[config.mk]
export PLATFORM = sky130hd
export DESIGN_NAME = ysyx_23060208_lsu_flat
export DESIGN_NICKNAME = d
export VERILOG_FILES = /design/src/rtl/ysyx_23060208_lsu_pkg.sv /design/src/rtl/ysyx_23060208_lsu_if.sv /design/src/rtl/ysyx_23060208_lsu_lane.sv /design/src/rtl/ysyx_23060208_lsu.sv /design/src/flat_wrapper.sv
export SDC_FILE = /design/constraint.sdc
export NUM_CORES = 1
export LEC_CHECK = 0
export ABC_AREA = 1
export CELL_PAD_IN_SITES_DETAIL_PLACEMENT = 1
export CELL_PAD_IN_SITES_GLOBAL_PLACEMENT = 1
export CORE_ASPECT_RATIO = 1.1
export CORE_MARGIN = 2
export CORE_UTILIZATION = 33
export CTS_CLUSTER_DIAMETER = 200
export CTS_CLUSTER_SIZE = 20
export DETAILED_ROUTE_END_ITERATION = 8
export PLACE_DENSITY = 0.89
export SLEW_MARGIN = 20
export SYNTH_ARGS = -nofsm -noshare
export SYNTH_HDL_FRONTEND = slang
export SYNTH_SLANG_ARGS = --single-unit
[constraint.sdc]
create_clock -name clk -period 12.3 [get_ports clk]
set_clock_uncertainty 0.1 [all_clocks]
set_input_delay 3.075 -clock clk [delete_from_list [all_inputs] [get_ports clk]]
set_output_delay 3.075 -clock clk [all_outputs]
set_load 0.03 [all_outputs]
[src/rtl/ysyx_23060208_lsu_pkg.sv]
// rtl/ysyx_23060208_lsu_pkg.sv - shared LSU state, error, size and AXI response codes
package ysyx_23060208_lsu_pkg;

    typedef enum logic [2:0] {
        ST_IDLE,
        ST_RD_AR,
        ST_RD_R,
        ST_WR_AWW,
        ST_WR_B,
        ST_RESP
    } lsu_state_e;

    localparam logic [1:0] ERR_OK       = 2'd0;
    localparam logic [1:0] ERR_BUS      = 2'd1;
    localparam logic [1:0] ERR_TIMEOUT  = 2'd2;
    localparam logic [1:0] ERR_MISALIGN = 2'd3;

    localparam logic [1:0] SZ_B = 2'd0;
    localparam logic [1:0] SZ_H = 2'd1;
    localparam logic [1:0] SZ_W = 2'd2;
    localparam logic [1:0] SZ_D = 2'd3;

    localparam logic [1:0] AXI_OKAY = 2'b00;

    // A dword request on a 32-bit bus degrades to a word access.
    function automatic logic [1:0] eff_size(input logic [1:0] size, input int data_width);
        return (size == SZ_D && data_width == 32) ? SZ_W : size;
    endfunction

    function automatic logic is_misaligned(input logic [2:0] low, input logic [1:0] size);
        case (size)
            SZ_B:    return 1'b0;
            SZ_H:    return low[0];
            SZ_W:    return |low[1:0];
            default: return |low;
        endcase
    endfunction

endpackage

[src/rtl/ysyx_23060208_lsu_if.sv]
// rtl/ysyx_23060208_lsu_if.sv - AXI4-Lite data-side bus between LSU and arbiter
interface ysyx_23060208_lsu_if #(
    parameter int ADDR_WIDTH = 32,
    parameter int DATA_WIDTH = 32
);
    localparam int STRB_W = DATA_WIDTH / 8;

    logic [ADDR_WIDTH-1:0] m_awaddr;
    logic                  m_awvalid;
    logic                  m_awready;
    logic [DATA_WIDTH-1:0] m_wdata;
    logic [STRB_W-1:0]     m_wstrb;
    logic                  m_wvalid;
    logic                  m_wready;
    logic [1:0]            m_bresp;
    logic                  m_bvalid;
    logic                  m_bready;
    logic [ADDR_WIDTH-1:0] m_araddr;
    logic                  m_arvalid;
    logic                  m_arready;
    logic [DATA_WIDTH-1:0] m_rdata;
    logic [1:0]            m_rresp;
    logic                  m_rvalid;
    logic                  m_rready;

    modport master (
        output m_awaddr, m_awvalid, input m_awready,
        output m_wdata, m_wstrb, m_wvalid, input m_wready,
        input m_bresp, m_bvalid, output m_bready,
        output m_araddr, m_arvalid, input m_arready,
        input m_rdata, m_rresp, m_rvalid, output m_rready
    );

    modport slave (
        input m_awaddr, m_awvalid, output m_awready,
        input m_wdata, m_wstrb, m_wvalid, output m_wready,
        output m_bresp, m_bvalid, input m_bready,
        input m_araddr, m_arvalid, output m_arready,
        output m_rdata, m_rresp, m_rvalid, input m_rready
    );

endinterface

[src/rtl/ysyx_23060208_lsu_lane.sv]
// rtl/ysyx_23060208_lsu_lane.sv - byte-lane steering: store strobe/shift, load extract/extend
module ysyx_23060208_lsu_lane
    import ysyx_23060208_lsu_pkg::*;
#(
    parameter  int DATA_WIDTH = 32,
    localparam int STRB_W     = DATA_WIDTH / 8,
    localparam int OFF_W      = $clog2(STRB_W)
) (
    input  logic [1:0]            size,
    input  logic                  ld_unsigned,
    input  logic [OFF_W-1:0]      off,
    input  logic [DATA_WIDTH-1:0] st_data,
    input  logic [DATA_WIDTH-1:0] bus_rdata,
    output logic [STRB_W-1:0]     wstrb,
    output logic [DATA_WIDTH-1:0] wdata,
    output logic [DATA_WIDTH-1:0] ld_data
);

    logic [1:0]            sz;
    logic [DATA_WIDTH-1:0] raw;
    logic [DATA_WIDTH-1:0] keep;
    logic                  sgn;

    always_comb begin
        sz    = eff_size(size, DATA_WIDTH);
        // Lanes shifted past STRB_W fall off the top: unaligned accesses truncate.
        wstrb = ~({STRB_W{1'b1}} << (1 << sz)) << off;
        wdata = st_data << {off, 3'b000};
        raw   = bus_rdata >> {off, 3'b000};
        keep  = ~({DATA_WIDTH{1'b1}} << (8 << sz));
        case (sz)
            SZ_B:    sgn = raw[7];
            SZ_H:    sgn = raw[15];
            SZ_W:    sgn = raw[31];
            default: sgn = raw[DATA_WIDTH-1];
        endcase
        sgn     = sgn & ~ld_unsigned;
        ld_data = (raw & keep) | ({DATA_WIDTH{sgn}} & ~keep);
    end

endmodule

[src/rtl/ysyx_23060208_lsu.sv]
// rtl/ysyx_23060208_lsu.sv - AXI4-Lite load/store unit, one op in flight
// Define LSU_MISALIGN_TRAP_EN to reject misaligned accesses with err=3 and no bus traffic.
module ysyx_23060208_lsu
    import ysyx_23060208_lsu_pkg::*;
#(
    parameter int ADDR_WIDTH = 32,
    parameter int DATA_WIDTH = 32,
    parameter int REG_WIDTH  = 5,
    parameter int TIMEOUT    = 255
) (
    input  logic                  clk,
    input  logic                  rst,
    input  logic                  req_valid,
    output logic                  req_ready,
    input  logic                  req_we,
    input  logic [1:0]            req_size,
    input  logic                  req_unsigned,
    input  logic [ADDR_WIDTH-1:0] req_addr,
    input  logic [DATA_WIDTH-1:0] req_wdata,
    input  logic [REG_WIDTH-1:0]  req_rd,
    output logic                  resp_valid,
    input  logic                  resp_ready,
    output logic [DATA_WIDTH-1:0] resp_rdata,
    output logic [REG_WIDTH-1:0]  resp_rd,
    output logic [1:0]            resp_err,
    ysyx_23060208_lsu_if.master   m
);

    localparam int STRB_W = DATA_WIDTH / 8;
    localparam int OFF_W  = $clog2(STRB_W);
    localparam int CNT_W  = (TIMEOUT < 2) ? 1 : $clog2(TIMEOUT);
    localparam logic [CNT_W-1:0] TO_LAST = CNT_W'((TIMEOUT == 0) ? 0 : TIMEOUT - 1);

    lsu_state_e            state, state_nxt;
    logic [CNT_W-1:0]      cnt;
    logic [1:0]            op_size;
    logic                  op_unsigned;
    logic [ADDR_WIDTH-1:0] op_addr;
    logic [DATA_WIDTH-1:0] op_wdata;
    logic [REG_WIDTH-1:0]  op_rd;
    logic                  aw_done, w_done;
    logic                  aw_fire, w_fire;
    logic                  to_hit, bus_wait, trap;
    logic                  resp_load;
    logic [1:0]            resp_err_nxt;
    logic [DATA_WIDTH-1:0] resp_rdata_nxt;
    logic [REG_WIDTH-1:0]  resp_rd_nxt;
    logic [STRB_W-1:0]     lane_wstrb;
    logic [DATA_WIDTH-1:0] lane_wdata, lane_rdata;

`ifdef LSU_MISALIGN_TRAP_EN
    assign trap = is_misaligned(req_addr[2:0], eff_size(req_size, DATA_WIDTH));
`else
    assign trap = 1'b0;
`endif

    ysyx_23060208_lsu_lane #(.DATA_WIDTH(DATA_WIDTH)) u_lane (
        .size        (op_size),
        .ld_unsigned (op_unsigned),
        .off         (op_addr[OFF_W-1:0]),
        .st_data     (op_wdata),
        .bus_rdata   (m.m_rdata),
        .wstrb       (lane_wstrb),
        .wdata       (lane_wdata),
        .ld_data     (lane_rdata)
    );

    assign m.m_araddr  = op_addr;
    assign m.m_arvalid = (state == ST_RD_AR);
    assign m.m_rready  = (state == ST_RD_R);
    assign m.m_awaddr  = op_addr;
    assign m.m_awvalid = (state == ST_WR_AWW) && !aw_done;
    assign m.m_wvalid  = (state == ST_WR_AWW) && !w_done;
    assign m.m_wdata   = (state == ST_WR_AWW) ? lane_wdata : '0;
    assign m.m_wstrb   = (state == ST_WR_AWW) ? lane_wstrb : '0;
    assign m.m_bready  = (state == ST_WR_B);

    assign aw_fire  = m.m_awvalid && m.m_awready;
    assign w_fire   = m.m_wvalid && m.m_wready;
    assign bus_wait = (state == ST_RD_AR) || (state == ST_RD_R) ||
                      (state == ST_WR_AWW) || (state == ST_WR_B);
    assign to_hit   = (TIMEOUT != 0) && (cnt == TO_LAST);

    always_ff @(posedge clk or posedge rst) begin
        if (rst) state <= ST_IDLE;
        else     state <= state_nxt;
    end

    // Bus handshakes are tested before the timeout so a same-cycle completion wins.
    always_comb begin
        state_nxt      = state;
        resp_load      = 1'b0;
        resp_err_nxt   = ERR_OK;
        resp_rdata_nxt = '0;
        resp_rd_nxt    = op_rd;
        req_ready      = (state == ST_IDLE);
        resp_valid     = (state == ST_RESP);
        case (state)
            ST_IDLE: begin
                if (req_valid) begin
                    if (trap) begin
                        state_nxt    = ST_RESP;
                        resp_load    = 1'b1;
                        resp_err_nxt = ERR_MISALIGN;
                        resp_rd_nxt  = req_we ? '0 : req_rd;
                    end else begin
                        state_nxt = req_we ? ST_WR_AWW : ST_RD_AR;
                    end
                end
            end
            ST_RD_AR: begin
                if (m.m_arready) begin
                    state_nxt = ST_RD_R;
                end else if (to_hit) begin
                    state_nxt    = ST_RESP;
                    resp_load    = 1'b1;
                    resp_err_nxt = ERR_TIMEOUT;
                end
            end
            ST_RD_R: begin
                if (m.m_rvalid) begin
                    state_nxt = ST_RESP;
                    resp_load = 1'b1;
                    if (m.m_rresp != AXI_OKAY) resp_err_nxt   = ERR_BUS;
                    else                       resp_rdata_nxt = lane_rdata;
                end else if (to_hit) begin
                    state_nxt    = ST_RESP;
                    resp_load    = 1'b1;
                    resp_err_nxt = ERR_TIMEOUT;
                end
            end
            ST_WR_AWW: begin
                if ((aw_done || aw_fire) && (w_done || w_fire)) begin
                    state_nxt = ST_WR_B;
                end else if (to_hit) begin
                    state_nxt    = ST_RESP;
                    resp_load    = 1'b1;
                    resp_err_nxt = ERR_TIMEOUT;
                end
            end
            ST_WR_B: begin
                if (m.m_bvalid) begin
                    state_nxt    = ST_RESP;
                    resp_load    = 1'b1;
                    resp_err_nxt = (m.m_bresp != AXI_OKAY) ? ERR_BUS : ERR_OK;
                end else if (to_hit) begin
                    state_nxt    = ST_RESP;
                    resp_load    = 1'b1;
                    resp_err_nxt = ERR_TIMEOUT;
                end
            end
            ST_RESP: begin
                if (resp_ready) state_nxt = ST_IDLE;
            end
            default: state_nxt = ST_IDLE;
        endcase
    end

    always_ff @(posedge clk or posedge rst) begin
        if (rst) begin
            cnt         <= '0;
            op_size     <= SZ_B;
            op_unsigned <= 1'b0;
            op_addr     <= '0;
            op_wdata    <= '0;
            op_rd       <= '0;
            aw_done     <= 1'b0;
            w_done      <= 1'b0;
            resp_rdata  <= '0;
            resp_rd     <= '0;
            resp_err    <= ERR_OK;
        end else begin
            cnt <= (state_nxt != state || !bus_wait) ? '0 : cnt + 1'b1;
            if (req_ready && req_valid) begin
                op_size     <= req_size;
                op_unsigned <= req_unsigned;
                op_addr     <= req_addr;
                op_wdata    <= req_wdata;
                op_rd       <= req_we ? '0 : req_rd;
            end
            if (state == ST_WR_AWW) begin
                if (aw_fire) aw_done <= 1'b1;
                if (w_fire)  w_done  <= 1'b1;
            end else begin
                aw_done <= 1'b0;
                w_done  <= 1'b0;
            end
            if (resp_load) begin
                resp_rdata <= resp_rdata_nxt;
                resp_rd    <= resp_rd_nxt;
                resp_err   <= resp_err_nxt;
            end
        end
    end

endmodule
[src/flat_wrapper.sv]
// flat-port wrapper written by rule: the top's interface ports become plain ports
module ysyx_23060208_lsu_flat import ysyx_23060208_lsu_pkg::*;
#(
    parameter int ADDR_WIDTH = 32,
    parameter int DATA_WIDTH = 32,
    parameter int REG_WIDTH  = 5,
    parameter int TIMEOUT    = 255
)
  (clk, rst, req_valid, req_ready, req_we, req_size, req_unsigned, req_addr, req_wdata, req_rd, resp_valid, resp_ready, resp_rdata, resp_rd, resp_err, m_m_awaddr, m_m_awvalid, m_m_awready, m_m_wdata, m_m_wstrb, m_m_wvalid, m_m_wready, m_m_bresp, m_m_bvalid, m_m_bready, m_m_araddr, m_m_arvalid, m_m_arready, m_m_rdata, m_m_rresp, m_m_rvalid, m_m_rready);
  ysyx_23060208_lsu_if #(.ADDR_WIDTH(ADDR_WIDTH), .DATA_WIDTH(DATA_WIDTH)) m_i ();
  input  logic clk;
  input  logic rst;
  input  logic req_valid;
  output logic req_ready;
  input  logic req_we;
  input  logic [1:0] req_size;
  input  logic req_unsigned;
  input  logic [ADDR_WIDTH-1:0] req_addr;
  input  logic [DATA_WIDTH-1:0] req_wdata;
  input  logic [REG_WIDTH-1:0] req_rd;
  output logic resp_valid;
  input  logic resp_ready;
  output logic [DATA_WIDTH-1:0] resp_rdata;
  output logic [REG_WIDTH-1:0] resp_rd;
  output logic [1:0] resp_err;
  output wire logic [$bits(m_i.m_awaddr)-1:0] m_m_awaddr;
  output wire logic [$bits(m_i.m_awvalid)-1:0] m_m_awvalid;
  input wire logic [$bits(m_i.m_awready)-1:0] m_m_awready;
  output wire logic [$bits(m_i.m_wdata)-1:0] m_m_wdata;
  output wire logic [$bits(m_i.m_wstrb)-1:0] m_m_wstrb;
  output wire logic [$bits(m_i.m_wvalid)-1:0] m_m_wvalid;
  input wire logic [$bits(m_i.m_wready)-1:0] m_m_wready;
  input wire logic [$bits(m_i.m_bresp)-1:0] m_m_bresp;
  input wire logic [$bits(m_i.m_bvalid)-1:0] m_m_bvalid;
  output wire logic [$bits(m_i.m_bready)-1:0] m_m_bready;
  output wire logic [$bits(m_i.m_araddr)-1:0] m_m_araddr;
  output wire logic [$bits(m_i.m_arvalid)-1:0] m_m_arvalid;
  input wire logic [$bits(m_i.m_arready)-1:0] m_m_arready;
  input wire logic [$bits(m_i.m_rdata)-1:0] m_m_rdata;
  input wire logic [$bits(m_i.m_rresp)-1:0] m_m_rresp;
  input wire logic [$bits(m_i.m_rvalid)-1:0] m_m_rvalid;
  output wire logic [$bits(m_i.m_rready)-1:0] m_m_rready;
  assign m_m_awaddr = m_i.m_awaddr;
  assign m_m_awvalid = m_i.m_awvalid;
  assign m_i.m_awready = m_m_awready;
  assign m_m_wdata = m_i.m_wdata;
  assign m_m_wstrb = m_i.m_wstrb;
  assign m_m_wvalid = m_i.m_wvalid;
  assign m_i.m_wready = m_m_wready;
  assign m_i.m_bresp = m_m_bresp;
  assign m_i.m_bvalid = m_m_bvalid;
  assign m_m_bready = m_i.m_bready;
  assign m_m_araddr = m_i.m_araddr;
  assign m_m_arvalid = m_i.m_arvalid;
  assign m_i.m_arready = m_m_arready;
  assign m_i.m_rdata = m_m_rdata;
  assign m_i.m_rresp = m_m_rresp;
  assign m_i.m_rvalid = m_m_rvalid;
  assign m_m_rready = m_i.m_rready;
  ysyx_23060208_lsu #(.ADDR_WIDTH(ADDR_WIDTH), .DATA_WIDTH(DATA_WIDTH), .REG_WIDTH(REG_WIDTH), .TIMEOUT(TIMEOUT)) u_core (.clk(clk), .rst(rst), .req_valid(req_valid), .req_ready(req_ready), .req_we(req_we), .req_size(req_size), .req_unsigned(req_unsigned), .req_addr(req_addr), .req_wdata(req_wdata), .req_rd(req_rd), .resp_valid(resp_valid), .resp_ready(resp_ready), .resp_rdata(resp_rdata), .resp_rd(resp_rd), .resp_err(resp_err), .m(m_i));
endmodule
**Yosys cells after proc, flatten, opt, wreduce, memory -nomap -nowiden**

Index checks and enable logic that the tools add are counted.

- Equality and inequality tests: 11
- Reduce and logical (&&, ||, !) cells: 19
- Multiplexer cells: 36
- Add/subtract/negate cells: 1
- $mul: 0
- Shift operators: 7
- Order comparisons: 0
- Bitwise operators: 8
- Divide/modulo/power cells: 0

Operators by type and width:

| operator | number |
|---|---|
| 2-to-1 mux 32 bit | 4 |
| AND 32 bit | 2 |
| NOT 32 bit | 2 |
| bitwise OR 32 bit | 1 |
| << shifter 1 x 2 -> 32 bit, first input constant | 1 |
| << shifter 32 x 32 -> 32 bit, first input constant | 1 |
| << shifter 32 x 5 -> 32 bit | 1 |
| << shifter 4 x 2 -> 32 bit, first input constant | 1 |
| << shifter 4 x 32 -> 4 bit, first input constant | 1 |
| >> shifter 32 x 5 -> 32 bit | 1 |
| 2-to-1 mux 3 bit | 7 |
| one-hot mux 3 bit (6 select lines) | 1 |
| 2-to-1 mux 2 bit | 7 |
| 2-to-1 mux 1 bit | 11 |
| adder 8 x 1 -> 8 bit, second input constant | 1 |
| equality test 8 bit, second input constant | 1 |
| 2-to-1 mux 8 bit | 1 |
| one-hot mux 2 bit (4 select lines) | 1 |
| equality test 3 x 2 -> 1 bit, second input constant | 2 |
| equality test 3 bit, second input constant | 2 |
| logical AND 1 bit | 6 |
| logical OR 1 bit | 6 |
| 2-to-1 mux 5 bit | 1 |
| 2-to-1 mux 4 bit | 1 |
| 15 further kinds | 19 |

- Bits of input ports: 118
- Latch bits: 0
- Memories kept: 0
- Memory bits (read-only): 0
- Bits in registers: 124
- Output and inout port bits: 146
- Bits in writable memories: 0

**Depth between registers and ports, before layout**

- Depth in word-level cells: 11
- Depth in mapped cells: 14

**By module**

A second synthesis with hierarchy kept.

- Cell total of the unflattened synthesis: 982
- Area total of the unflattened synthesis: 6974.2 um2

Modules (own cells, without submodules):

| module | cells an instance | times used | area each (um2) | sequential area each (um2) |
|---|---|---|---|---|
| ysyx_23060208_lsu | 703 | 1 | 5700.5 | 3103.0 |
| ysyx_23060208_lsu_lane | 279 | 1 | 1273.7 | 0.0 |

**Least setup slack after synthesis**

OpenSTA, ideal clock, no wires.

- Kind: register to output
- From: register u_core.op_addr[0] (netlist: u_core.m.m_araddr[0])
- To: output m_m_wdata[16]
- Path slack: 6930 ps
- Stages on the path, launching flop included: 6
- Arrival time: 2195 ps
- Buffers on the path: 3
- Required time: 9125 ps
- Cell sequence: dfrtp_1 -> buf_2 -> buf_2 -> clkbuf_1 -> nor2_1 -> o32ai_1

- Longest elaborated chain between the ends: 2

RTL lines:

| what | RTL line | RTL |
|---|---|---|
| start: declaration | ysyx_23060208_lsu.sv:38 | `logic [ADDR_WIDTH-1:0] op_addr;` |
| start signal: assignment | ysyx_23060208_lsu.sv:177 | `op_addr <= req_addr;` |
| << shifter 32 x 5 -> 32 bit | ysyx_23060208_lsu_lane.sv:28 | `wdata = st_data << {off, 3'b000};` |
| 2-to-1 mux 32 bit | ysyx_23060208_lsu.sv:74 | `assign m.m_wdata = (state == ST_WR_AWW) ? lane_wdata : '0;` |
| end: declaration | flat_wrapper.sv:29 | `output wire logic [$bits(m_i.m_wdata)-1:0] m_m_wdata;` |

No other way between the ends.

**Worst setup path in the final report**

- From: register u_core.state[0]
- To: output m_m_wdata[0]

- Longest elaborated chain between the ends: 2

RTL lines:

| what | RTL line | RTL |
|---|---|---|
| start: declaration | ysyx_23060208_lsu.sv:34 | `lsu_state_e state, state_nxt;` |
| start signal: assignment | ysyx_23060208_lsu.sv:86 | `else state <= state_nxt;` |
| equality test 3 x 2 -> 1 bit | ysyx_23060208_lsu.sv:74 |  |
| 2-to-1 mux 32 bit | ysyx_23060208_lsu.sv:74 |  |

No other way between the ends.

==> impl_metrics.csv <==
group,metric,value,unit
power,p_clk_share,20.7,%
cts,clk_path_buf_depth,2,
timing,relSlewSlack,37.2,%
route,vias,6488,
timing,drv_slew,0,
cts,ctsRootBufferMaster,"clkbuf_16",
power,p_int,1.45,mW
cts,cts-resized-gates,0,
worst_setup_path,path_cells,"nand2_1 -> nor2_4 -> inv_1 -> nor2_1 -> clkinv_1 -> buf_4 -> nor2_1 -> inv_1 -> nor2_1 -> clkdlybuf4s50_1",
run,cap_violations,0,
synthesis,synthTopCellsByArea,"dfrtp_1 (49%), nand2_1 (19%), o21ai_0 (7.0%)",
placement,dpl.hpwl,17400,um
power,power_frac_comb,52.6,%
power,switchingPower,1.24,mW
min_path,whs_path_depth,2,
synthesis,async_flop_share,100,%
floorplan,row_count,53,
timing,fin_crit_sh,53.2,%
floorplan,pin_count,264,
worst_setup_path,critPathMaxFanout,13,
cts,postCtsSetupRepairBufs,0,
worst_setup_path,slowest_stage,"clkdlybuf4s50_1",
route,detail_route.wl_per_cell,18.4,um
power,ir_drop,135,uV
worst_setup_path,required,9.12,ns
global_routing,grt_usage,23.8,%
synthesis,syn-num-nets,950,
run_status,outcome,"finished, final reports clean",
route,drtIter0Drc,357,
placement,dp.cells,1273,
synthesis,ys_seq_elements,124,
placement,globalplace.congestion,0.850,
global_routing,antenna_found_initial,1,
route,drtAntennaViolNets,0,
worst_setup_path,critPathKind,"reg -> out",
synthesis,synth_edf_count,0,
synthesis,yosysMostFrequentCell,"nand2_1",
power,pwr_density_cell,281,nW/um^2
cts,cts_tree,"built",
power,switching_share,46.1,%
worst_setup_path,crit_top_cell,"nor2_1",
synthesis,syn-cell-area,6340,um^2
cts,hold_buffers,0,
cts,numCtsBuffers,17,
floorplan,die_w,136,um
min_path,hp-start,"u_core.resp_rdata[9]$_DFFE_PP0P_",
synthesis,synth_top_area_share,48.9,%
worst_setup_path,r2r_slack,8.85,ns
cells_and_area,area_growth,50.9,%
floorplan,die_area,20300,um^2
timing,max_freq,153,MHz
cts,worst_skew_pair.late_latency,0.42,ns
worst_setup_path,crit_path_max_incr_delay,0.71,ns
timing,fin_crit,6.54,ns
floorplan,design.core.area,19000,um^2
floorplan,die_h,149,um
route,vias_per_cell,4.97,
synthesis,synth_top_area_cell,"dfrtp_1",
worst_setup_path,worstReg2RegEnd,"u_core.cnt[3]$_DFF_PP0_",
synthesis,synthTopCellsByCount,"nand2_1 (313), dfrtp_1 (124), o21ai_0 (89), nor2_1 (61), inv_1 (57)",
synthesis,postSynthCellCount,830,
synthesis,ys_seq_area_share,48.9,%
min_path,hp-class,"reg -> reg",
cts,htreeDepth,4,
timing,max_slew.worst_pin.slew,0.943,ns
placement,portBuffers,263,
worst_setup_path,r2r.worst_path.cells,11,
synthesis,yosysWarnings,0,
timing,timing.setup.tns,0,ns
timing,rsz0062_at_grt,"no",
worst_setup_path,end_kind,"output pin",
global_routing,grt_pass1_wl,36900,um
worst_setup_path,cp.arrival,3.37,ns
min_path,worstHoldEndpoint,"u_core.resp_rdata[9]$_DFFE_PP0P_",
synthesis,post_synth_num_cell_types,33,
floorplan,start_util,33.4,%
route,remaining_drc_errors,0,
worst_setup_path,r2r_start,"u_core.state[0]$_DFF_PP0_",
cells_and_area,fin_cells,1306,
power,sequentialPowerShare,26.7,%
synthesis,postSynthAreaPerCell,7.64,um^2
cells_and_area,nNetsFinal,1165,
cts,clock_sinks,124,
global_routing,grt_max_degree,97,
timing,hold_viol,0,
route,drtPass1Iterations,4,
worst_setup_path,startpoint_type,"register",
global_routing,grt_pass1_vias,6878,
cells_and_area,drive_above_1_share,5.20,%
synthesis,synthFlopType,"dfrtp_1",
timing,setup_viol,0,
power,p_leak,4.45,nW
route,totalWireLength,24000,um
global_routing,grt_overflow,0,
cts,cts.reportedPaths.clkPinSlew,0.06,ns
-- layout make-up --
type / instances / area, um^2
repair buffers: 269 / 2680
well taps: 247 / 309
clock inverters: 11 / 179
fillers: 2263 / 9400
multi-input cells: 570 / 2580
clock buffers: 21 / 470
flip-flops and latches: 124 / 3100
diodes: 1 / 2.50
inverters: 63 / 239
-- cells by family (layout without fill, tap and decap cells) --
group,count (synthesis),count (layout),synth area share [%]
and+or+nand+nor,417,417,26.2
AOI/OAI and AO/OA,137,137,12.0
buffers and inverters,136,364,10.4
DFF,124,124,48.9
muxes,8,8,1.26
xor gates and xnor gates,6,6,0.829
adders and majority gates,2,2,0.395
other,0,1,0
-- worst max-delay path: cells and delay by family (launching register included) --
kind	cells	cell delay, ns
buf+inv	5	1.62
simple gates	5	0.82
flops	1	0.50
-- sequential cells by signal, indices dropped and copies added (netlist names) --
| signal | flops |
|---|---|
| u_core.w_done | 1 |
| u_core.resp_rdata | 32 |
| u_core.op_size | 2 |
| u_core.op_wdata | 32 |
| u_core.cnt | 8 |
| u_core.resp_rd | 5 |
| u_core.op_rd | 5 |
| u_core.resp_err | 2 |
| u_core.op_unsigned | 1 |
| u_core.aw_done | 1 |
| u_core.m.m_araddr | 32 |
| u_core.state | 3 |
-- worst max path at each step --
stage,slack (ns),end,cells past startpoint,startpoint
5_1_grt,5.43,m_m_wdata[0],10,u_core.state[0]$_DFF_PP0_
4_1_cts,5.70,m_m_wdata[0],10,u_core.state[0]$_DFF_PP0_
6_report,5.76,m_m_wdata[0],10,u_core.state[0]$_DFF_PP0_
2_1_floorplan,5.83,u_core.aw_done$_DFFE_PP0P_,1,rst
3_5_place_dp,6.13,u_core.cnt[2]$_DFF_PP0_,11,req_valid
3_3_place_gp,6.17,u_core.cnt[5]$_DFF_PP0_,11,req_valid
-- per-stage QoR --
step,worst slack [ns],total power [mW],utilization [%],hold slack (ns),instance area [um^2]
floorplan,5.83,1.61,-,0.342,6340
global placement,6.17,2.10,47.0,0.363,8910
detailed placement,6.13,2.14,47.0,0.373,8910
CTS,5.70,2.72,50.4,0.388,9560
global route,5.43,2.86,50.4,0.400,9570
finish,5.76,2.69,50.4,0.384,9570
-- per-layer routing --
metal  GRT usage, %  wire length (um)  vias to the layer above
li1               -                 -                     3040
met1           28.0              9610                     3151
met2           41.9             12100                      264
met3           6.49              1760                       33
met4           7.55               499                        0
met5              0                 0                        -
-- cell usage in the layout (no fill, tap or decap), drive strengths merged, types with 8 or more instances in the layout --
master,Yosys,final
inv,61,65
o21ai,89,89
clkbuf,23,21
dfrtp,124,124
nand2,315,315
a21oi,20,20
mux2i,8,8
a211oi,15,15
nand3,31,31
nor2,66,66
clkdlybuf4s50,0,263
-- power by group through the flow --
stage	sequential [mW]	combinational, mW	clock [mW]
floorplan	0.883	0.731	0
finish	0.718	1.42	0.558
CTS	0.718	1.43	0.569
global route	0.740	1.54	0.585
global placement	0.711	1.38	0
detailed placement	0.720	1.42	0
(Power assumes the default switching activity.)
